### src/rtl/rr_pkg.sv
// Shared types and helpers for the round-robin request collector.
// The client count is fixed at 4 to match the arbiter request width.
package rr_pkg;

   localparam int NUM_CLIENTS = 4;
   localparam int IDX_W       = 2;

   typedef enum logic [1:0] {
      IDLE  = 2'd0,
      ARB   = 2'd1,
      GRANT = 2'd2,
      SEND  = 2'd3
   } collector_state_t;

   function automatic logic [NUM_CLIENTS-1:0] onehot4(input logic [IDX_W-1:0] idx);
      onehot4 = 4'b0001 << idx;
   endfunction

endpackage

### src/rtl/rr_request_collector_if.sv
// Client, arbiter and downstream signals of the request collector.
// slave is the collector's view; master is the surrounding environment.
interface rr_request_collector_if #(
   parameter int DATA_W = 8
);
   import rr_pkg::*;

   logic [NUM_CLIENTS-1:0]        client_valid;
   logic [NUM_CLIENTS*DATA_W-1:0] client_data;
   logic [NUM_CLIENTS-1:0]        client_ready;
   logic [NUM_CLIENTS-1:0]        arb_requests;
   logic                          arb_enable;
   logic [NUM_CLIENTS-1:0]        arb_grant;
   logic [IDX_W-1:0]              arb_index;
   logic                          out_valid;
   logic [DATA_W-1:0]             out_data;
   logic [IDX_W-1:0]              out_index;
   logic                          out_ready;
   logic                          err_grant;

   modport slave (
      input  client_valid, client_data, arb_grant, arb_index, out_ready,
      output client_ready, arb_requests, arb_enable, out_valid, out_data,
             out_index, err_grant
   );

   modport master (
      output client_valid, client_data, arb_grant, arb_index, out_ready,
      input  client_ready, arb_requests, arb_enable, out_valid, out_data,
             out_index, err_grant
   );

endinterface

### src/rtl/rr_hold_slot.sv
// One client's holding register: loads on valid & ready, clears on downstream handshake.
// Pending is visible the cycle after the load; ready stays low while pending.
module rr_hold_slot #(
   parameter int DATA_W = 8
) (
   input  logic              clk,
   input  logic              reset,
   input  logic              load_vld,
   input  logic [DATA_W-1:0] load_dat,
   input  logic              clr,
   output logic [DATA_W-1:0] hold_dat,
   output logic              pending,
   output logic              ready
);

   logic [DATA_W-1:0] hold_q, hold_d;
   logic              pending_q, pending_d;

   // clr only arrives while pending, so it never coincides with a load
   always_comb begin
      hold_d    = hold_q;
      pending_d = pending_q;
      if (load_vld && !pending_q) begin
         hold_d    = load_dat;
         pending_d = 1'b1;
      end else if (clr) begin
         pending_d = 1'b0;
      end
   end

   always_ff @(posedge clk or negedge reset) begin
      if (!reset) begin
         hold_q    <= '0;
         pending_q <= 1'b0;
      end else begin
         hold_q    <= hold_d;
         pending_q <= pending_d;
      end
   end

   assign hold_dat = hold_q;
   assign pending  = pending_q;
   assign ready    = ~pending_q;

endmodule

### src/rtl/rr_request_collector.sv
// Collects one payload per client, runs IDLE/ARB/GRANT/SEND against an external RR arbiter.
// Load to out_valid is 4 edges; out_data/out_index hold while out_valid & ~out_ready.
module rr_request_collector
   import rr_pkg::*;
#(
   parameter int DATA_W = 8
) (
   input  logic                   clk,
   input  logic                   reset,
   rr_request_collector_if.slave  bus
);

   logic [NUM_CLIENTS-1:0] pending;
   logic [NUM_CLIENTS-1:0] ready;
   logic [NUM_CLIENTS-1:0] load;
   logic [NUM_CLIENTS-1:0] clr;
   logic [DATA_W-1:0]      hold_dat [NUM_CLIENTS];

   collector_state_t  state_q, state_d;
   logic [IDX_W-1:0]  sel_q, sel_d;
   logic [DATA_W-1:0] out_data_q, out_data_d;
   logic              err_grant_q, err_grant_d;
   logic              arb_enable;
   logic              grant_ok;

   for (genvar i = 0; i < NUM_CLIENTS; i++) begin : g_slot
      rr_hold_slot #(.DATA_W(DATA_W)) u_slot (
         .clk      (clk),
         .reset    (reset),
         .load_vld (bus.client_valid[i]),
         .load_dat (bus.client_data[i*DATA_W +: DATA_W]),
         .clr      (clr[i]),
         .hold_dat (hold_dat[i]),
         .pending  (pending[i]),
         .ready    (ready[i])
      );
   end

   assign load = bus.client_valid & ready;

   // a one-hot grant equal to 1<<index, naming a client that actually has a request
   assign grant_ok = (bus.arb_grant == onehot4(bus.arb_index)) && pending[bus.arb_index];

   always_comb begin
      state_d     = state_q;
      sel_d       = sel_q;
      out_data_d  = out_data_q;
      err_grant_d = err_grant_q;
      clr         = '0;
      arb_enable  = 1'b0;
      case (state_q)
         IDLE: begin
            if (|pending) state_d = ARB;
         end
         ARB: begin
            arb_enable = 1'b1;
            state_d    = GRANT;
         end
         GRANT: begin
            if (grant_ok) begin
               sel_d      = bus.arb_index;
               out_data_d = hold_dat[bus.arb_index];
               state_d    = SEND;
            end else begin
               err_grant_d = 1'b1;
               state_d     = IDLE;
            end
         end
         SEND: begin
            if (bus.out_ready) begin
               clr = onehot4(sel_q);
               // same-cycle loads from other clients keep the pipeline busy without an IDLE bubble
               if (|((pending | load) & ~onehot4(sel_q))) state_d = ARB;
               else                                        state_d = IDLE;
            end
         end
         default: state_d = IDLE;
      endcase
   end

   always_ff @(posedge clk or negedge reset) begin
      if (!reset) begin
         state_q     <= IDLE;
         sel_q       <= '0;
         out_data_q  <= '0;
         err_grant_q <= 1'b0;
      end else begin
         state_q     <= state_d;
         sel_q       <= sel_d;
         out_data_q  <= out_data_d;
         err_grant_q <= err_grant_d;
      end
   end

   assign bus.client_ready = ready;
   assign bus.arb_requests = pending;
   assign bus.arb_enable   = arb_enable;
   assign bus.out_valid    = (state_q == SEND);
   assign bus.out_data     = out_data_q;
   assign bus.out_index    = sel_q;
   assign bus.err_grant    = err_grant_q;

endmodule
### src/flat_wrapper.sv
// flat-port wrapper written by rule: the top's interface ports become plain ports
module rr_request_collector_flat import rr_pkg::*;
#(
   parameter int DATA_W = 8
)
  (clk, reset, bus_client_valid, bus_client_data, bus_arb_grant, bus_arb_index, bus_out_ready, bus_client_ready, bus_arb_requests, bus_arb_enable, bus_out_valid, bus_out_data, bus_out_index, bus_err_grant);
  rr_request_collector_if #(.DATA_W(DATA_W)) bus_i ();
  input  logic clk;
  input  logic reset;
  input wire logic [$bits(bus_i.client_valid)-1:0] bus_client_valid;
  input wire logic [$bits(bus_i.client_data)-1:0] bus_client_data;
  input wire logic [$bits(bus_i.arb_grant)-1:0] bus_arb_grant;
  input wire logic [$bits(bus_i.arb_index)-1:0] bus_arb_index;
  input wire logic [$bits(bus_i.out_ready)-1:0] bus_out_ready;
  output wire logic [$bits(bus_i.client_ready)-1:0] bus_client_ready;
  output wire logic [$bits(bus_i.arb_requests)-1:0] bus_arb_requests;
  output wire logic [$bits(bus_i.arb_enable)-1:0] bus_arb_enable;
  output wire logic [$bits(bus_i.out_valid)-1:0] bus_out_valid;
  output wire logic [$bits(bus_i.out_data)-1:0] bus_out_data;
  output wire logic [$bits(bus_i.out_index)-1:0] bus_out_index;
  output wire logic [$bits(bus_i.err_grant)-1:0] bus_err_grant;
  assign bus_i.client_valid = bus_client_valid;
  assign bus_i.client_data = bus_client_data;
  assign bus_i.arb_grant = bus_arb_grant;
  assign bus_i.arb_index = bus_arb_index;
  assign bus_i.out_ready = bus_out_ready;
  assign bus_client_ready = bus_i.client_ready;
  assign bus_arb_requests = bus_i.arb_requests;
  assign bus_arb_enable = bus_i.arb_enable;
  assign bus_out_valid = bus_i.out_valid;
  assign bus_out_data = bus_i.out_data;
  assign bus_out_index = bus_i.out_index;
  assign bus_err_grant = bus_i.err_grant;
  rr_request_collector #(.DATA_W(DATA_W)) u_core (.clk(clk), .reset(reset), .bus(bus_i));
endmodule
### config.mk
export PLATFORM = sky130hd
export DESIGN_NAME = rr_request_collector_flat
export DESIGN_NICKNAME = d
export VERILOG_FILES = /design/src/rtl/rr_pkg.sv /design/src/rtl/rr_request_collector_if.sv /design/src/rtl/rr_hold_slot.sv /design/src/rtl/rr_request_collector.sv /design/src/flat_wrapper.sv
export SDC_FILE = /design/constraint.sdc
export NUM_CORES = 1
export LEC_CHECK = 0
export ABC_AREA = 1
export BUFFER_PORTS_ARGS = -buffer_cell sky130_fd_sc_hd__buf_2
export CORE_MARGIN = 3
export CORE_UTILIZATION = 56
export CTS_CLUSTER_SIZE = 24
export DETAILED_ROUTE_END_ITERATION = 10
export PLACE_DENSITY = 0.85
export SKIP_LAST_GASP = 1
export SYNTH_ARGS = -nofsm -noshare
export SYNTH_HDL_FRONTEND = slang
export SYNTH_SLANG_ARGS = --single-unit
### constraint.sdc
create_clock -name clk -period 3.8 [get_ports clk]
set_clock_uncertainty 0.1 [all_clocks]
set_input_delay 0.19 -clock clk [delete_from_list [all_inputs] [get_ports clk]]
set_output_delay 0.19 -clock clk [all_outputs]
set_load 0.02 [all_outputs]
==> results of run 1 <==
through the flow:
stage                     setup slack (ns)  std cells
after global placement               2.130        345
final                                2.199        356
after CTS                            2.189        354
after floorplan                      2.435        242
after global routing                 1.999        356
after detailed placement             2.063        345
repair_timing:
item,CTS,global route
hold buffers,2,2
resized for setup,0,0
buffers inserted,0,0
hold endpoints to repair,4,2
kinds of logic after synthesis:
| family | count (synthesis) |
|---|---|
| compound gates | 33 |
| buf+inv | 34 |
| flops | 49 |
| mux | 28 |
| simple gates | 98 |
flip-flops by register name (all words and copies together) (netlist names):
name	cells
u_core.bus.err_grant	1
u_core.g_slot.u_slot.hold_dat	32
u_core.state_q	2
u_core.g_slot.u_slot.pending	4
u_core.bus.out_data	8
u_core.bus.out_index	2
cell type report:
class	count	area [sq um]
repair buffers	69	365.4
well taps	50	62.56
clock buffers	5	68.82
multi-input cells	159	987.2
clock inverters	2	35.03
inverters	22	82.58
flip-flops and latches	49	1226
fillers	310	1230
per-layer routing:
| metal | part of all wire, % | up-vias | wire length (um) | global-route usage [%] |
|---|---|---|---|---|
| li1 | - | 909 | - | - |
| met1 | 45 | 856 | 2246 | 29.67 |
| met2 | 47 | 52 | 2351 | 30.31 |
| met3 | 5.6 | 10 | 281 | 5.189 |
| met4 | 2.1 | 0 | 106 | 7.933 |
| met5 | 0 | - | 0 | 0 |
layout by cell type (no fill, tap or decap), types with 5 or more instances in the layout:
master    instances
buf_2            65
nand2_1          56
dfrtp_1          49
mux2_2           27
inv_1            18
nand2_2          13
a21oi_1          12
o21ai_2          10
nand3_1           9
nor2_1            9
o21ai_0           6
clkbuf_8          5
how the worst max path moves through the flow:
stage | startpoint | endpoint | slack [ns] | cells after the start
after global routing | u_core.g_slot[0].u_slot.pending | u_core.state_q[0] | 2.00 | 10
final | u_core.g_slot[0].u_slot.pending | u_core.state_q[0] | 2.20 | 10
after floorplan | u_core.g_slot[1].u_slot.pending | u_core.g_slot[1].u_slot.hold_dat[3] | 2.44 | 4
after global placement | bus_arb_index[0] | u_core.bus.out_data[5] | 2.13 | 10
after CTS | u_core.g_slot[0].u_slot.pending | u_core.state_q[0] | 2.19 | 10
after detailed placement | bus_arb_index[0] | u_core.state_q[0] | 2.06 | 11
power groups by stage:
stage | clock (uW) | sequential (uW) | combinational [uW]
after floorplan | 0 | 934 | 560
after global placement | 0 | 912 | 729
after detailed placement | 0 | 921 | 752
after CTS | 370 | 912 | 756
after global routing | 393 | 940 | 829
final | 364 | 912 | 748
==> flow_summary.json, run 1 <==
{
  "status": "complete, no violations",
  "via_per_inst": 5.132,
  "synth_fa_ha_area_share_pct": 0,
  "clock_power_share_pct": 18.0,
  "clk_path_buf_depth": 2,
  "final_area_sq_um": 2828,
  "synth.distinct_cells": 23,
  "antenna_found_initial": 0,
  "ant_nets": 0,
  "hold_depth": 2,
  "slew_viol_final": 0,
  "power.density_nw_per_um2": 715.6,
  "cp_top_family": "simple AND/OR/NAND/NOR gates",
  "initial_core_util_pct": 58.99,
  "dp_hpwl_mm": 3.677,
  "ff2ff_path_depth": 10,
  "ys_ff_latch": 49,
  "synth_warnings": 0,
  "hold_end": "u_core.g_slot[0].u_slot.hold_dat[5]",
  "area_growth_pct": 18.14,
  "worstPathArrival_ns": 1.75,
  "path_buf_inv": 1,
  "antenna_cells": 0,
  "leakage_uw": 0.001440,
  "nets": 351,
  "synth_top_cell_area_share_pct": 51.23,
  "crit_type": "reg2reg",
  "drcViolationCount": 0,
  "fin_crit_sh_pct": 42.12,
  "fp.dieArea_sq_um": 5094,
  "syn_nets": 287,
  "dieWidth_um": 71.38,
  "hold_violations": 0,
  "hold_class": "in2reg",
  "synth_top_family_by_area": "simple AND/OR/NAND/NOR gates",
  "num_vias": 1827,
  "gp_congestion": 0.8031,
  "fmax_mhz": 624.8,
  "p_seq_share_pct": 45.1,
  "cpMostUsedCell": "nand2_1",
  "whs_ns": 0.006659,
  "grt_pass1_vias": 1701,
  "yosys-top-cells-count": "56 x nand2_1, 49 x dfrtp_1, 27 x mux2_2, 18 x inv_1, 13 x nand2_2",
  "cts_sinks": 49,
  "cts_root_buf": "clkbuf_8",
  "pin_count": 66,
  "worstMarginPinSlew_ns": 1.060,
  "layout-drive-gt1-share_pct": 42.81,
  "min_period_ns": 1.601,
  "routed_wl_mm": 4.985,
  "cts_buffers": 5,
  "synthMuxAreaShare_pct": 13.17,
  "worstHoldStart": "bus_client_data[5]",
  "grt_pass1_wl_mm": 8.114,
  "die_h_um": 71.38,
  "final.setup.tns_ns": 0,
  "yosysSeqAreaShare_pct": 51.23,
  "drtPass1Iterations": 4,
  "worstSetupStartpointType": "flop",
  "worstPathMaxFanout": 22,
  "synthFlopType": "dfrtp_1",
  "swShare_pct": 36.31,
  "p_switching_uw": 734.8,
  "clk_pin_slew_ns": 0.09,
  "maxSlewHeadroom_pct": 29.35,
  "timing.max_cap.violations": 0,
  "synth_xor_area_share_pct": 0,
  "h-tree-depth": 2,
  "num_rows": 23,
  "synth_compound_area_share_pct": 8.991,
  "place_area_sq_um": 2684,
  "crit_path_end_kind": "flop",
  "synth_top_cell_by_area": "dfrtp_1",
  "reg2reg_from": "u_core.g_slot[0].u_slot.pending",
  "async_flop_share_pct": 100.0,
  "synth_area_leaders": "dfrtp_1 51%, mux2_2 13%, nand2_1 8.8%",
  "port_buffers": 65,
  "wl_per_cell_um": 14.00,
  "worstReg2RegEnd": "u_core.state_q[0]",
  "synth_edf_count": 0,
  "drtIter0Drc": 110,
  "final_util_pct": 69.69,
  "rsz0062_at_grt": "false",
  "finalSetupViolCount": 0,
  "yosys.area_share.simple_pct": 19.08,
  "grt_use_total_pct": 20.67,
  "syn_inst": 242,
  "pwr-share-comb_pct": 37.0,
  "r2r_slack_ns": 2.20,
  "grt_max_degree": 50,
  "core_sq_um": 4058,
  "total_power_uw": 2024,
  "cts_tree": "built",
  "synth_area_per_cell_sq_um": 9.891,
  "grt-ovfl-total": 0,
  "syn_area_sq_um": 2394,
  "ir_drop_uv": 337.4,
  "critPathSlowestCell": "dfrtp_1",
  "p_int_uw": 1289,
  "cpPeakStageDelay_ns": 0.37,
  "required_ns": 3.95,
  "synth.most_common_cell": "nand2_1",
  "clk_latency_ns": 0.30,
  "crit_chain": "inv_1 -> nand2_1 -> nand2_1 -> nand2_1 -> nand2_2 -> nor2_4 -> nand3_4 -> nand2_1 -> nand2_1 -> nand2_1"
}
No activity file was read; power rests on OpenSTA's default activity.
==> run 2: changes to the inputs <==
--- a/config.mk
+++ b/config.mk
@@ -8,10 +8,10 @@
 export ABC_AREA = 1
 export BUFFER_PORTS_ARGS = -buffer_cell sky130_fd_sc_hd__buf_2
 export CORE_MARGIN = 3
-export CORE_UTILIZATION = 56
+export CORE_UTILIZATION = 47
 export CTS_CLUSTER_SIZE = 24
 export DETAILED_ROUTE_END_ITERATION = 10
-export PLACE_DENSITY = 0.85
+export PLACE_DENSITY = 0.76
 export SKIP_LAST_GASP = 1
 export SYNTH_ARGS = -nofsm -noshare
 export SYNTH_HDL_FRONTEND = slang
==> constraint.sdc (replaced) <==
create_clock -name clk -period 1.3 [get_ports clk]
set_clock_uncertainty 0.1 [all_clocks]
set_input_delay 0.065 -clock clk [delete_from_list [all_inputs] [get_ports clk]]
set_output_delay 0.065 -clock clk [all_outputs]
set_load 0.02 [all_outputs]
==> flow_summary.json, run 2 (synthesis gave the netlist of run 1 again) <==
{
  "clk_pin_slew_ns": 0.09,
  "r2r_slack_ns": -0.08,
  "num_vias": 2097,
  "largest_reg_flops": 32,
  "required_ns": 1.40,
  "port_buffers": 65,
  "clk_latency_ns": 0.30,
  "cts_tree": "built",
  "h-tree-depth": 2,
  "critPathSlowestCell": "dfrtp_1",
  "grt_use_total_pct": 21.31,
  "timing.max_cap.violations": 0,
  "drtIter0Drc": 169,
  "worstPathArrival_ns": 1.48,
  "cts_root_buf": "clkbuf_8",
  "final_util_pct": 69.97,
  "worstSetupStartpointType": "flop",
  "maxSlewHeadroom_pct": 81.64,
  "grt_max_degree": 50,
  "initial_core_util_pct": 49.69,
  "antenna_found_initial": 0,
  "routed_wl_mm": 6.044,
  "cts_sinks": 49,
  "die_h_um": 77.36,
  "place_area_sq_um": 2890,
  "layout-drive-gt1-share_pct": 44.85,
  "power.density_nw_per_um2": 1840,
  "violations": "setup timing",
  "crit_type": "reg2reg",
  "clk_path_buf_depth": 2,
  "drtPass1Iterations": 4,
  "reg2reg_from": "u_core.g_slot[3].u_slot.pending",
  "antenna_cells": 0,
  "grt-ovfl-total": 0,
  "min_period_ns": 1.383,
  "fmax_mhz": 723.3,
  "cpMostUsedCell": "nand2_1",
  "dp_hpwl_mm": 4.149,
  "area_growth_pct": 40.83,
  "regArea_sq_um": 1229,
  "worstMarginPinSlew_ns": 0.2742,
  "worstPathMaxFanout": 16,
  "nets": 403,
  "hold_violations": 0,
  "drcViolationCount": 0,
  "crit_chain": "nand2_1 -> nand2_1 -> nand2_1 -> nor2_2 -> nand3_4 -> buf_12 -> nand2_2 -> o21ai_2",
  "core_sq_um": 4817,
  "total_power_uw": 6203,
  "status": "complete, but fails checks",
  "final.setup.tns_ns": -0.7463,
  "cpPeakStageDelay_ns": 0.42,
  "grt_pass1_wl_mm": 9.839,
  "gp_congestion": 0.7917,
  "final_area_sq_um": 3371,
  "ir_drop_uv": 911.2,
  "pin_count": 66,
  "layout_common_cells": "64 x buf_2, 53 x nand2_1, 47 x dfrtp_1",
  "via_per_inst": 4.923,
  "dieWidth_um": 77.36,
  "leakage_uw": 0.001681,
  "critical_path.startpoint": "u_core.g_slot[3].u_slot.pending",
  "setup_slack_ns": -0.08265,
  "worstReg2RegEnd": "u_core.bus.out_data[6]",
  "cts_buffers": 5,
  "ant_nets": 0,
  "num_rows": 25,
  "crit_path_end_kind": "flop",
  "layout_commonest_cell": "buf_2",
  "grt_pass1_vias": 1991,
  "slew_viol_final": 0,
  "rsz0062_at_grt": "true",
  "fp.dieArea_sq_um": 5985,
  "ff2ff_path_depth": 8,
  "fin_crit_sh_pct": 106.4,
  "fill_cells": 375,
  "hold_class": "in2reg",
  "multi_input_area_sq_um": 999.7,
  "finalSetupViolCount": 12,
  "critPathCapture": "u_core.bus.out_data[6]",
  "wl_per_cell_um": 14.19
}
-- run 2: power by group --
part | internal [uW] | leakage, uW | switching (uW) | total (uW)
sequential | 2240 | 0.000577 | 444 | 2680
clock | 379 | 0.0000374 | 508 | 888
combinational | 1270 | 0.00107 | 1370 | 2630
-- run 2: final cells by class --
| type | instances | area share (%) |
|---|---|---|
| inverters | 22 | 2.450 |
| clock buffers | 6 | 2.153 |
| multi-input cells | 159 | 29.66 |
| repair buffers | 121 | 26.35 |
| flip-flops and latches | 49 | 36.45 |
| well taps | 67 | 2.487 |
| clock inverters | 2 | 0.4454 |
-- run 2: how the worst min path moves through the flow --
stage	end	slack [ns]	depth (start not counted)	from
floorplan	u_core.bus.err_grant	-0.33	0	reset
global placement	u_core.g_slot[2].u_slot.hold_dat[4]	-0.03	2	reset
detailed placement	u_core.bus.out_data[4]	-0.03	2	reset
CTS	u_core.state_q[0]	0.004	4	bus_out_ready
global route	u_core.bus.out_index[1]	0.04	3	bus_arb_index[1]
finish	u_core.bus.out_index[1]	0.02	3	bus_arb_index[1]
-- run 2: per-layer routing --
layer	track usage, %	vias up	share of wire [%]
li1	-	1018	-
met1	28.38	1005	43
met2	34.63	62	51
met3	4.060	12	4.1
met4	8.007	0	2.0
met5	0	-	0
-- run 2: what timing repair did --
action	CTS	global route
resized for setup	0	11
setup endpoints to repair	12	25
pin swaps	0	3
setup buffers	0	4
endpoints found under the hold margin	81	0
gates cloned	0	1
hold buffers	33	0
-- run 2: per-stage QoR --
| step | instances | hold slack [ns] | setup slack [ns] |
|---|---|---|---|
| global placement | 380 | -0.03080 | -0.006302 |
| floorplan | 242 | -0.3306 | 0.009840 |
| detailed placement | 380 | -0.03027 | -0.04704 |
| finish | 426 | 0.02496 | -0.08265 |
| global route | 426 | 0.04128 | -0.1579 |
| CTS | 421 | 0.003902 | -0.04578 |
-- run 2: worst max-delay path: cells and delay by family (launching register included) --
| family | cells | cell delay [ns] |
|---|---|---|
| AO/OA/AOI/OAI | 1 | 0.05 |
| buffers and inverters | 1 | 0.17 |
| flip-flops | 1 | 0.42 |
| AND/OR/NAND/NOR | 6 | 0.53 |
